[config.mk]
export PLATFORM = sky130hd
export DESIGN_NAME = loop_nest_scheduler
export DESIGN_NICKNAME = d
export VERILOG_FILES = /design/src/rtl/lcmv_pkg.sv /design/src/rtl/counter_up_to.sv /design/src/rtl/counter_up_to_load.sv /design/src/rtl/loop_nest_scheduler.sv
export SDC_FILE = /design/constraint.sdc
export NUM_CORES = 1
export LEC_CHECK = 0
export BUFFER_PORTS_ARGS = -buffer_cell sky130_fd_sc_hd__buf_2
export CORE_MARGIN = 5
export CORE_UTILIZATION = 57
export CTS_CLUSTER_DIAMETER = 80
export CTS_CLUSTER_SIZE = 24
export DETAILED_ROUTE_END_ITERATION = 8
export PLACE_DENSITY_LB_ADDON = 0.15
export SYNTH_ARGS = -nofsm -noshare
export SYNTH_HDL_FRONTEND = slang
export SYNTH_SLANG_ARGS = --single-unit
[constraint.sdc]
create_clock -name clk -period 3.65 [get_ports clk]
set_input_delay 0.5475 -clock clk [delete_from_list [all_inputs] [get_ports clk]]
set_output_delay 0.5475 -clock clk [all_outputs]
set_load 0.005 [all_outputs]
[src/rtl/lcmv_pkg.sv]
// Shared types for the LCMV correlation sequencer: FSM state and the index tuple.
package lcmv_pkg;
  localparam int IDX_W = 8;
  localparam int PIX_W = 16;

  typedef enum logic {IDLE = 1'b0, RUN = 1'b1} state_t;

  typedef struct packed {
    logic [PIX_W-1:0] pix;
    logic [IDX_W-1:0] row;
    logic [IDX_W-1:0] col;
  } idx_tuple_t;
endpackage

[src/rtl/counter_up_to.sv]
// Wrap-around counter: counts 0..last, wraps to 0 on an up while at last.
module counter_up_to #(
  parameter int W = 8
)(
  input  logic         clk,
  input  logic         rst,
  input  logic         reset_count,
  input  logic         up,
  input  logic [W-1:0] last,
  output logic [W-1:0] count,
  output logic         max
);
  assign max = (count == last);

  always_ff @(posedge clk or negedge rst) begin
    if (!rst)             count <= '0;
    else if (reset_count) count <= '0;
    else if (up)          count <= max ? '0 : count + 1'b1;
  end
endmodule

[src/rtl/counter_up_to_load.sv]
// counter_up_to with a synchronous load: a loaded base plus a counted offset,
// so the shared counter is reused unchanged and count never passes last.
module counter_up_to_load #(
  parameter int W = 8
)(
  input  logic         clk,
  input  logic         rst,
  input  logic         reset_count,
  input  logic         up,
  input  logic [W-1:0] last,
  input  logic         load,
  input  logic [W-1:0] load_val,
  output logic [W-1:0] count,
  output logic         max
);
  logic [W-1:0] base, off, off_last;

  // Offset runs 0..(last-base); base <= last is guaranteed by the caller.
  assign off_last = last - base;
  assign count    = base + off;

  always_ff @(posedge clk or negedge rst) begin
    if (!rst)             base <= '0;
    else if (reset_count) base <= '0;
    else if (load)        base <= load_val;
  end

  counter_up_to #(.W(W)) u_off (
    .clk(clk), .rst(rst), .reset_count(reset_count || load), .up(up),
    .last(off_last), .count(off), .max(max)
  );
endmodule

[src/rtl/loop_nest_scheduler.sv]
// Walks (pixel,row,col) over full or upper-triangle band space as a valid/ready
// stream; three chained counters, bounds latched at start, done pulse at the end.
module loop_nest_scheduler import lcmv_pkg::*; #(
  parameter int IDX_W = lcmv_pkg::IDX_W,
  parameter int PIX_W = lcmv_pkg::PIX_W
)(
  input  logic             clk,
  input  logic             rst,
  input  logic             start,
  input  logic [PIX_W-1:0] num_pixels_m1,
  input  logic [IDX_W-1:0] num_bands_m1,
  input  logic             sym_mode,
  input  logic             abort,
  output logic             busy,
  output logic             done,
  output logic             idx_valid,
  input  logic             idx_ready,
  output logic [PIX_W-1:0] pix_idx,
  output logic [IDX_W-1:0] row_idx,
  output logic [IDX_W-1:0] col_idx,
  output logic             first_of_pixel,
  output logic             last_of_pixel,
  output logic             last
);
  state_t           state;
  logic [PIX_W-1:0] cfg_pix;
  logic [IDX_W-1:0] cfg_bands;
  logic             cfg_sym;
  logic             accept, abort_run, transfer, final_xfer, clr;
  logic             col_max, row_max, pix_max, col_wrap;
  logic [IDX_W-1:0] col_reload;

  assign accept     = (state == IDLE) && start;
  assign abort_run  = (state == RUN) && abort;
  assign transfer   = idx_valid && idx_ready;
  assign final_xfer = transfer && last;
  assign clr        = accept || abort_run || final_xfer;
  assign col_wrap   = transfer && col_max;
  // In triangle mode col restarts at the row it is about to enter.
  assign col_reload = cfg_sym ? (row_max ? '0 : row_idx + 1'b1) : '0;

  assign first_of_pixel = idx_valid && (row_idx == '0) && (col_idx == '0);
  assign last_of_pixel  = idx_valid && row_max && col_max;
  assign last           = last_of_pixel && pix_max;

  always_ff @(posedge clk or negedge rst) begin
    if (!rst) begin
      state     <= IDLE;
      busy      <= 1'b0;
      idx_valid <= 1'b0;
      done      <= 1'b0;
      cfg_pix   <= '0;
      cfg_bands <= '0;
      cfg_sym   <= 1'b0;
    end else begin
      done <= 1'b0;
      case (state)
        IDLE: if (start) begin
          state     <= RUN;
          busy      <= 1'b1;
          idx_valid <= 1'b1;
          cfg_pix   <= num_pixels_m1;
          cfg_bands <= num_bands_m1;
          cfg_sym   <= sym_mode;
        end
        RUN: if (abort) begin
          state     <= IDLE;
          busy      <= 1'b0;
          idx_valid <= 1'b0;
        end else if (final_xfer) begin
          state     <= IDLE;
          busy      <= 1'b0;
          idx_valid <= 1'b0;
          done      <= 1'b1;
        end
        default: state <= IDLE;
      endcase
    end
  end

  counter_up_to_load #(.W(IDX_W)) u_col (
    .clk(clk), .rst(rst), .reset_count(clr), .up(transfer), .last(cfg_bands),
    .load(col_wrap), .load_val(col_reload), .count(col_idx), .max(col_max)
  );

  counter_up_to #(.W(IDX_W)) u_row (
    .clk(clk), .rst(rst), .reset_count(clr), .up(col_wrap), .last(cfg_bands),
    .count(row_idx), .max(row_max)
  );

  counter_up_to #(.W(PIX_W)) u_pix (
    .clk(clk), .rst(rst), .reset_count(clr), .up(col_wrap && row_max), .last(cfg_pix),
    .count(pix_idx), .max(pix_max)
  );
endmodule

# After elaboration in Yosys (flattened, before gate mapping)
# Index checks and enable logic that the tools add are counted.
# totals
output_inout_bits,38
inputBits,30
reg_bits,68
wordCells,65
# op_classes
n_reduce_logical,21
eq_ne,5
add_sub_neg,5
mux,23
bitwise_logic,1
# ops
op,n
$mux W8,9
$mux W16,3
$add A16 B1 Y16 const B,1
$add A8 B1 Y8 const B,2
$eq A16 B16 Y1,1
$eq A8 B8 Y1,2
$logic_not A8 Y1,2
$logic_and A1 B1 Y1,11
$mux W1,9
$add A8 B8 Y8,1
$sub A8 B8 Y8,1
$reduce_bool A2 Y1,3
$pmux W1 S2,2
$reduce_and A2 Y1,2
$logic_or A1 B1 Y1,3
$ne A3 B2 Y1 const B,1
$ne A2 B2 Y1 const B,1
$not A1 Y1,1

# Longest topological paths before layout
# logic_depth
word_depth,8
mapped_depth,11
depth_no_buf,10

# Hierarchy
# Synthesis repeated with hierarchy kept, for this count alone.
# hier_totals
hier_cells,463
area_unflattened_um2,4591.9
# by_module_without_submodules
mod,seq_area_each_um2,n_inst,area_each_um2,cells_per_inst
loop_nest_scheduler,700.7,1,1327.5,109
counter_up_to at u_pix,400.4,1,1256.2,129
counter_up_to at u_col.u_off ...,200.2,2,528.0,56
counter_up_to_load,200.2,1,952.2,113

# Least setup slack after synthesis
# Ideal clock, no wire load.
# synth_path
path_type,reg-to-output
start,register cfg_bands[0]
end,output last
required_ns,3.102
arrival_ns,2.417
slack_ns,0.686
path_stages_with_launch,11
path_buffers,0
cell_sequence,dfrtp_1 -> inv_1 -> ha_1 -> fa_1 -> nand3b_1 -> nand3_1 -> nand4b_1 -> nor4b_1 -> nor3b_2 -> and3_1 -> and2_1
# synth_between
elab_chain_cells,4
elab_cells_between_ends,6
cone_classes,add/sub (1); eq/ne (2); reduce/logical (3)
# synth_lines
item,line_no,rtl
from (decl),loop_nest_scheduler.sv:27,logic [IDX_W-1:0] cfg_bands;
from (signal assigned),loop_nest_scheduler.sv:63,cfg_bands <= num_bands_m1;
$sub A8 B8 Y8 / $eq A8 B8 Y1 (equally long branches),"counter_up_to_load.sv:19, counter_up_to.sv:13",
$eq A8 B8 Y1 / $logic_and A1 B1 Y1 (equally long branches),"counter_up_to.sv:13, loop_nest_scheduler.sv:43",
$logic_and A1 B1 Y1 (*),loop_nest_scheduler.sv:43,assign last_of_pixel = idx_valid && row_max && col_max;
named net last_of_pixel,loop_nest_scheduler.sv:22,"output logic last_of_pixel,"
$logic_and A1 B1 Y1 (*),loop_nest_scheduler.sv:44,assign last = last_of_pixel && pix_max;
to (decl),loop_nest_scheduler.sv:23,output logic last
# The timed path passes the listed nets; every way through them passes the cells marked *.

# Worst setup path after layout
# layout_path
start,register cfg_bands[0]
end,output last
# layout_between
elab_chain_cells,4
elab_cells_between_ends,6
cone_classes,add/sub (1); eq/ne (2); reduce/logical (3)
# layout_lines
item,line_no
$sub A8 B8 Y8 / $eq A8 B8 Y1 (equally long branches),"counter_up_to_load.sv:19, counter_up_to.sv:13"
$eq A8 B8 Y1 / $logic_and A1 B1 Y1 (equally long branches),"counter_up_to.sv:13, loop_nest_scheduler.sv:43"
$logic_and A1 B1 Y1 (*),loop_nest_scheduler.sv:43
$logic_and A1 B1 Y1 (*),loop_nest_scheduler.sv:44
# Every way passes the cells marked *; elsewhere a longest branch is shown, timed or not.

==> reports/qor.yml <==
slew-limit-headroom: 0.529
min-delay-path-class: "in -> async"
layout_setup_ws_ps: 107
ctsHtreeMaxLevel: 3
ys_warn_count: 0
async_flop_share: 1.00
place.gp.congestion: 0.897
routed_wl_um: 10400
cts_sinks: 68
status: "completed"
cts_tree: "yes"
nFillCells: 595
synth_seq_area_share: 0.404
ctsHoldBuffers: 0
cp_data_arrival_time_ps: 3000
ys.flop_type: "dfrtp_1"
fin_skew_ps: 9.73
cap_viol_max_count: 0
grt_usage: 0.239
core_area_um2: 7210
drive_gt1_frac: 0.258
yosysUniqueCellTypes: 56
antennaDiodeCount: 0
cts.root.buffer_cell: "clkbuf_8"
cts_buffers: 9
die_x_um: 95.9
drc: 0
die_area_um2: 9210
ys_ff_latch: 68
firstDrtPassIters: 5
synth_cells: 434
post-cts-setup-buffer-count: 0
r2r_end: "u_pix.count[9]"
clockBufferDepth: 2
ir_worst_vdd_v: 0.000198
ff2ff_path_depth: 10
start_util: 0.584
vias_per_cell: 5.75
antenna_left: 0
r2r_setup_slack_ps: 490
fmax_ghz: 0.282
syn2layout_area_growth_pct: 15.8
drv_slew: 0
grt_first_pass_wirelength_um: 16700
period_share: 0.971
worst_skew_pair.late_latency_ps: 350
endpoint_kind: "primary output"
synth.avg_cell_area_um2: 9.70
utilization: 0.676
critPathRequiredTime_ps: 3100
p_leak_nw: 2.14
tightest_slew_ps: 704
placementRows: 31
criticalPathCategory: "reg -> out"
syn-cell-area_um2: 4210
clkTransAtPathRegs_ps: 80
holdWs_ps: 238
syn-num-nets: 484
grt_overflow: 0
post-dp-hpwl_um: 7680
antenna_found_initial: 0
p_per_area_nw_per_um2: 434
setup_violations: 0
dpl_worst_slack_ps: 452
worstSetupStartpointType: "register"
grt_max_degree: 32
routedWlPerCell_um: 17.2
fin_setup_tns_ps: 0
totalPowerFinal_w: 0.00212
drt_iter0_markers: 177
min_period_ps: 3540
via_count: 3486
pin_count: 68
fp.dieH_um: 95.9
grt_pass1_vias: 3417
fin_nets: 552
hold_viol_final: 0
r2r-start: "cfg_bands[0]"
cp_max_fo: 4
portBuffers: 67
synth-edff-count: 0
cts-resized-gates: 0
## final cells by class
cell class / count / area [µm²] / share of cell area
multi-input cells: 324 / 2360 / 0.484
clock buffers: 9 / 124 / 0.0254
clock inverters: 7 / 81.3 / 0.0167
well taps: 99 / 124 / 0.0254
inverters: 24 / 90.1 / 0.0185
repair buffers: 75 / 395 / 0.0811
flip-flops and latches: 68 / 1700 / 0.349
## worst max-delay path, stage by stage (launching register included)
cell and delay (ps):
dfrtp_1 360, inv_1 70, ha_1 230, fa_1 410
nand3b_1 230, nand3_1 120, nand4b_1 150, nor4b_2 240
buf_4 160, nor3b_2 210, and3_1 200, and2_1 150
buf_2 120
## synthesized netlist by cell type (all sizes together) (2+ instances only)
cell type / number / area [µm²]
or3b: 2 / 17.5
inv: 24 / 90.1
dfrtp: 68 / 1700
o21ai: 21 / 105
xor2: 7 / 61.3
nor2: 30 / 113
or4b: 2 / 23.8
ha: 18 / 225
a31oi: 5 / 31.3
o22ai: 3 / 18.8
mux2: 23 / 259
a21oi: 31 / 170
nand2: 27 / 101
and3: 7 / 43.8
nor4b: 2 / 32.5
and2: 5 / 31.3
xnor2: 39 / 342
mux2i: 2 / 20.0
nand2b: 5 / 31.3
nand3b: 9 / 67.6
o2bb2ai: 13 / 114
nor3b: 2 / 20.0
nand3: 18 / 95.1
fa: 2 / 40.0
o311ai: 2 / 17.5
nand4: 11 / 68.8
nand4b: 2 / 17.5
o21bai: 2 / 15.0
nor2b: 5 / 31.3
nor3: 4 / 20.0
or2: 4 / 25.0
buf: 7 / 36.3
a21o: 6 / 45.0
nor4: 5 / 37.5
clkbuf: 11 / 41.3
## metal layers
metal / vias to the layer above / GRT usage / routed length, µm
li1: 1671 / - / -
met1: 1674 / 0.285 / 4330
met2: 116 / 0.414 / 5130
met3: 25 / 0.0461 / 666
met4: 0 / 0.110 / 285
met5: - / 0 / 0
## how the worst max path moves through the flow
stage	startpoint	endpoint	cells after the start	slack [ps]
global placement	cfg_bands[0]	last	12	580
detailed placement	cfg_bands[0]	last	11	450
finish	cfg_bands[0]	last	12	110
global route	cfg_bands[0]	last	12	-10
CTS	cfg_bands[0]	last	11	60
floorplan	cfg_bands[0]	last	10	690
## cells by family (layout without fill, tap and decap cells)
family,after synthesis,after routing,share of synthesized area
flip-flops,68,68,0.404
XOR/XNOR,46,46,0.0957
multiplexers,25,25,0.0663
adder cells (fa/ha/maj),20,20,0.0630
buffers and inverters,42,115,0.0398
AO/OA/AOI/OAI,91,91,0.141
AND/OR/NAND/NOR,142,142,0.190
## through the flow
stage / instances / cell area (µm²)
CTS: 606 / 4860
floorplan: 434 / 4210
finish: 606 / 4870
global route: 606 / 4870
global placement: 590 / 4650
detailed placement: 590 / 4650
## cells in the final DEF (no fill, tap or decap), drive strengths merged, types with 3 or more instances in the layout
master,Yosys,final
dfrtp,68,68
nand2b,5,5
o2bb2ai,13,13
nand2,27,27
a21o,6,6
buf,7,75
xnor2,39,39
a31oi,5,5
and2,5,5
nor4,5,5
or2,4,4
mux2,23,23
nand3,18,18
nor2b,5,5
nor3,4,4
clkbuf,11,9
o22ai,3,3
and3,7,7
nor2,30,30
inv,24,28
nand4,11,11
o21ai,21,21
a21oi,31,31
nand3b,9,9
ha,18,18
xor2,7,7
## flip-flops by register name (all words and copies together) (netlist names)
name	cells
cfg_bands	8
cfg_pix	16
cfg_sym	1
done	1
idx_valid	1
state	1
u_col.base	8
u_col.u_off.count	8
u_pix.count	16
u_row.count	8
## where the power goes
group          switching (W)  internal, W  total (W)  leakage (nW)
Sequential         0.0000820     0.000830   0.000912         0.887
Clock               0.000336     0.000327   0.000662         0.101
Combinational       0.000281     0.000262   0.000543          1.15
Total               0.000699      0.00142    0.00212          2.14
Note: power is estimated with default switching activity, not from simulation.
